[src/rtl/vector_fu_if.sv]
// rtl/vector_fu_if.sv - read-side capture and write-side result handshake bundle for vector_fu
//
// Purpose: carries the tile memory read-out vector and start strobe into the
// unit, and carries the result vector with its write_en/write_rdy handshake
// and status back out.
//
// Signals:
//   on_off      start strobe from the memory
//   r_data_in   [2*num_inputs+1] x width: A lanes, B lanes, config word
//   write_en    result vector valid toward the consumer
//   write_rdy   consumer accepts the result this cycle
//   w_data_out  [num_inputs] x width result vector
//   busy        unit is not idle
//   done        one-cycle pulse after a completed transfer
//
// Modports: master = memory/consumer side, slave = vector_fu.
interface vector_fu_if #(
  parameter int width      = 16,
  parameter int num_inputs = 4
);
  logic             on_off;
  logic [width-1:0] r_data_in [2*num_inputs+1];
  logic             write_en;
  logic             write_rdy;
  logic [width-1:0] w_data_out [num_inputs];
  logic             busy;
  logic             done;

  modport master (
    output on_off, r_data_in, write_rdy,
    input  write_en, w_data_out, busy, done
  );

  modport slave (
    input  on_off, r_data_in, write_rdy,
    output write_en, w_data_out, busy, done
  );
endinterface

[src/rtl/vector_fu.sv]
// rtl/vector_fu.sv - lane-serial vector ALU between a tile memory read port and a write port
//
// Purpose: on a start strobe, captures two operand vectors and a config word,
// computes one lane per cycle through a single shared ALU/multiplier, then
// presents the result vector until the consumer accepts it.
//
// Ports:
//   clk    rising-edge clock
//   reset  synchronous, active-high
//   bus    vector_fu_if.slave (on_off, r_data_in, write_rdy in;
//          write_en, w_data_out, busy, done out)
module vector_fu #(
  parameter int width      = 16,
  parameter int num_inputs = 4
) (
  input  logic       clk,
  input  logic       reset,
  vector_fu_if.slave bus
);
  localparam int total_inputs = 2 * num_inputs;
  localparam int lane_w       = (num_inputs > 1) ? $clog2(num_inputs) : 1;

  typedef enum logic [1:0] {IDLE, EXEC, OUT} state_t;

  state_t            state;
  state_t            state_next;
  logic [lane_w-1:0] lane;
  logic [width-1:0]  op_a   [num_inputs];
  logic [width-1:0]  op_b   [num_inputs];
  logic [width-1:0]  result [num_inputs];
  logic [2:0]        opcode;
  logic              done_q;

  logic              capture;
  logic              transfer;
  logic              last_lane;
  logic [width-1:0]  lane_a;
  logic [width-1:0]  lane_b;
  logic [width-1:0]  alu_out;

  always_ff @(posedge clk) begin
    if (reset) begin
      state <= IDLE;
    end else begin
      state <= state_next;
    end
  end

  always_comb begin
    state_next = state;
    capture    = 1'b0;
    transfer   = 1'b0;
    last_lane  = (lane == lane_w'(num_inputs - 1));
    case (state)
      IDLE: begin
        if (bus.on_off) begin
          capture    = 1'b1;
          state_next = EXEC;
        end
      end
      EXEC: begin
        if (last_lane) begin
          state_next = OUT;
        end
      end
      OUT: begin
        if (bus.write_rdy) begin
          transfer   = 1'b1;
          state_next = IDLE;
        end
      end
      default: state_next = IDLE;
    endcase
  end

  // Single shared ALU: the operands of the current lane are muxed in.
  // Only the opcode bits of the config word are kept; the rest never matter.
  always_comb begin
    lane_a  = op_a[lane];
    lane_b  = op_b[lane];
    alu_out = lane_a;
    case (opcode)
      3'd0: alu_out = lane_a + lane_b;
      3'd1: alu_out = lane_a - lane_b;
      3'd2: alu_out = lane_a * lane_b;  // self-determined width keeps the low bits
      3'd3: alu_out = lane_a & lane_b;
      3'd4: alu_out = lane_a | lane_b;
      3'd5: alu_out = lane_a ^ lane_b;
      3'd6: alu_out = ($signed(lane_a) > $signed(lane_b)) ? lane_a : lane_b;
      default: alu_out = lane_a;
    endcase
  end

  always_ff @(posedge clk) begin
    if (reset) begin
      lane   <= '0;
      opcode <= '0;
      done_q <= 1'b0;
      for (int i = 0; i < num_inputs; i++) begin
        op_a[i]   <= '0;
        op_b[i]   <= '0;
        result[i] <= '0;
      end
    end else begin
      done_q <= transfer;
      if (capture) begin
        lane   <= '0;
        opcode <= bus.r_data_in[total_inputs][2:0];
        for (int i = 0; i < num_inputs; i++) begin
          op_a[i] <= bus.r_data_in[i];
          op_b[i] <= bus.r_data_in[num_inputs + i];
        end
      end else if (state == EXEC) begin
        result[lane] <= alu_out;
        // Explicit wrap so non-power-of-two lane counts restart at zero.
        lane <= last_lane ? '0 : lane + 1'b1;
      end
    end
  end

  // write_en follows the state directly, so it is high from the edge that
  // enters OUT and drops on the edge of the transfer.
  always_comb begin
    bus.write_en = (state == OUT);
    bus.busy     = (state != IDLE);
    bus.done     = done_q;
    for (int i = 0; i < num_inputs; i++) begin
      bus.w_data_out[i] = result[i];
    end
  end
endmodule

[src/flat_wrapper.sv]
// flat-port wrapper written by rule: the top's interface ports become plain ports
module vector_fu_flat 
#(
  parameter int width      = 16,
  parameter int num_inputs = 4
)
  (clk, reset, bus_on_off, bus_r_data_in, bus_write_rdy, bus_write_en, bus_w_data_out, bus_busy, bus_done);
  vector_fu_if #(.width(width), .num_inputs(num_inputs)) bus_i ();
  input  logic clk;
  input  logic reset;
  input wire logic [$bits(bus_i.on_off)-1:0] bus_on_off;
  input wire logic [$bits(bus_i.r_data_in)-1:0] bus_r_data_in;
  input wire logic [$bits(bus_i.write_rdy)-1:0] bus_write_rdy;
  output wire logic [$bits(bus_i.write_en)-1:0] bus_write_en;
  output wire logic [$bits(bus_i.w_data_out)-1:0] bus_w_data_out;
  output wire logic [$bits(bus_i.busy)-1:0] bus_busy;
  output wire logic [$bits(bus_i.done)-1:0] bus_done;
  assign bus_i.on_off = bus_on_off;
  assign bus_i.r_data_in = {>>{bus_r_data_in}};
  assign bus_i.write_rdy = bus_write_rdy;
  assign bus_write_en = bus_i.write_en;
  assign bus_w_data_out = {>>{bus_i.w_data_out}};
  assign bus_busy = bus_i.busy;
  assign bus_done = bus_i.done;
  vector_fu #(.width(width), .num_inputs(num_inputs)) u_core (.clk(clk), .reset(reset), .bus(bus_i));
endmodule
[config.mk]
export PLATFORM = sky130hd
export DESIGN_NAME = vector_fu_flat
export DESIGN_NICKNAME = d
export VERILOG_FILES = /design/src/rtl/vector_fu_if.sv /design/src/rtl/vector_fu.sv /design/src/flat_wrapper.sv
export SDC_FILE = /design/constraint.sdc
export NUM_CORES = 1
export LEC_CHECK = 0
export BUFFER_PORTS_ARGS = -buffer_cell sky130_fd_sc_hd__buf_2
export CORE_MARGIN = 2
export CORE_UTILIZATION = 53
export DETAILED_ROUTE_END_ITERATION = 12
export PLACE_DENSITY = 0.87
export SKIP_CTS_REPAIR_TIMING = 1
export SYNTH_ARGS = -nofsm -noshare
export SYNTH_HDL_FRONTEND = slang
export SYNTH_SLANG_ARGS = --single-unit
[constraint.sdc]
create_clock -name clk -period 5.75 [get_ports clk]
set_input_delay 0.575 -clock clk [delete_from_list [all_inputs] [get_ports clk]]
set_output_delay 0.575 -clock clk [all_outputs]
set_load 0.05 [all_outputs]
==> run metrics <==
Routed Antenna Nets 0; Core Region 0.0279 mm2; post-synthesis sequential area ratio 39.8%; routability cong. 1.01; Lkg Pwr 0.00819 uW; maxcap violations 0; antenna cells 0; M2 GR Usage 50.6%; post-synth top area share 38.4%; largest cells by area after synthesis edfxtp_1 38%, fa_1 11%, ha_1 8.2%; Layout area overhead 25.0%; Die X 172 um; Synth Flop Type edfxtp_1; largest net degree at the start of global routing 106; commonest non-fill, non-tap cell in the layout buf_2; Post-layout nets 2110; H-tree levels 1; Die Y-Extent 172 um; met3 Track Usage GR 4.99%; RSZ-0062 raised after global routing yes; WL per Instance 21.4 um; status finished with violations; worst-margin pin slew 953 ps; GRT met1 Usage 38.7%; syn_nets 1772; Worst setup EP type flip-flop; CTS max path bufs 3; arrival time worst endpoint 6630 ps; async set-or-reset flop fraction in the synthesized netlist 0%; distinct cell type count after synthesis 74; total CTS buffers 22; Clock Root Buffer clkbuf_16; Initial DRC Count 1195; CTS tree yes; vias in the first global route 12400; clk_lat worst skew 530 ps; element type at the critical path start flip-flop; Top Ports 215; CP max FO 7; Post-synth EDFFs 192; #FFs+latches synth 202; yosys warns 0; critical path type flip-flop to flip-flop; Worst Hold Class primary input to flip-flop; IO buf count 201; Slew Limit Headroom 36.0%; Vias/cell 5.76; 1st-pass router iterations 5; Post-Syn Area 0.0150 mm2; Post-Syn Instances 1444; total routed wirelength 46400 um; grt ovf 0; Site Rows 61; Final Hold Viols 0; VDD IR max 0.261 mV; post-route cell area 0.0188 mm2; Worst Path Required 6110 ps; setup tns final -11350 ps; share of cells above drive strength 1 31.0%; Synth Area per Inst 10.4 um2; Total Die Area 0.0297 mm2; initial core utilization 53.9%; hpwl dp 35000 um; Period minus WS final 6260 ps; setup ws final -513 ps; DRC viols 0; Max Slew Vio Count 0; DR vias 12500; period utilization 109%; Post-DP Area 0.0174 mm2; setup violators final 32; PD cells 331 mW/mm2; worst hold slack 285 ps; Clock Sink Count 202; clock transition at the registers of the reported paths 60 ps; Yosys top cell by area edfxtp_1; initial antenna violation count 0; global-route wire length before repair 67700 um; failing checks negative setup slack; Max Clk Rate 0.160 GHz; commonest non-fill, non-tap cells in the layout 201 x buf_2, 192 x edfxtp_1, 159 x buf_4, 155 x inv_1, 134 x nor2_1; overall global routing resource usage 30.3%; busiest grt layer met2; final setup skew 38.7 ps
==> logic make-up (layout without fill, tap and decap cells) <==
logic type / after synthesis / count (layout) / share of synthesized area (%)
xor gates and xnor gates: 48 / 48 / 2.99
muxes: 44 / 44 / 5.38
AOI/OAI and AO/OA: 234 / 234 / 10.2
and+or+nand+nor: 488 / 488 / 15.6
buffers and inverters: 248 / 600 / 6.92
DFF: 202 / 202 / 39.8
adders and majority gates: 180 / 180 / 19.1
==> final cells by class <==
class | count | area (um2)
fill | 1941 | 9090
multi-input combinational | 994 | 8400
clock buffer | 28 | 573
timing repair buffer | 380 | 2500
inverter | 182 | 707
tap | 378 | 473
sequential | 202 | 5970
clock inverter | 10 | 135
==> sequential cells by signal (all words and copies together) (netlist names), named ones only <==
register         cells
u_core.op_a         64
u_core.state         2
u_core.op_b         64
u_core.result       64
u_core.bus.done      1
u_core.lane          2
u_core.opcode        3
==> through the flow <==
step,total power (uW),util [%],std cells,setup slack (ps)
detailed placement,4420,62.6,2107,-554
CTS,5790,65.1,2145,-599
finish,6200,67.4,2174,-513
global placement,4340,62.6,2107,-422
global route,6480,67.4,2174,-647
floorplan,3420,-,1444,0.189
==> Yosys cell counts (12+ instances only) <==
cell and count:
nor2_1 139, mux4_2 21, xnor2_1 35, o21ai_0 63, edfxtp_1 192, a21oi_1 65, nand3_1 24, clkbuf_1 44
and2_1 129, inv_1 173, nor3_1 27, fa_1 82, nor2b_1 12, mux2i_1 12, nand2_1 123, ha_1 98
==> power breakdown <==
group | switching, uW | internal [uW] | total [uW]
Combinational | 1740 | 1310 | 3060
Sequential | 42.1 | 1720 | 1770
Clock | 578 | 805 | 1380
==> critical path, stage by stage, from the launching register on <==
cell and delay, ps:
dfxtp_4 420, buf_8 140, mux4_2 580, buf_6 170
buf_4 140, nand2_1 80, fa_1 430, fa_1 610
inv_1 80, fa_2 540, fa_1 440, fa_1 520
inv_1 60, fa_1 470, inv_1 40, ha_1 280
or2_2 330, a21oi_2 150, a21oi_1 100, xnor2_1 200
nand2_2 120, a21oi_1 190
==> metal layers <==
layer / vias to the layer above / wire (um)
met5: - / 0
met4: 0 / 2680
met3: 170 / 4030
met2: 767 / 22200
met1: 6008 / 17500
li1: 5569 / -
==> worst paths after layout <==
path | to | slack [ps] | cells after the start | start
max | u_core.result[1][15] | -510 | 21 | flip-flop
min | u_core.opcode[2] | 280 | 2 | bus_r_data_in[2]
max reg2reg | u_core.result[1][15] | -510 | 21 | flip-flop
min reg2reg | u_core.state[0] | 560 | 1 | u_core.state[1]
Power figures use the tool's default switching activity.
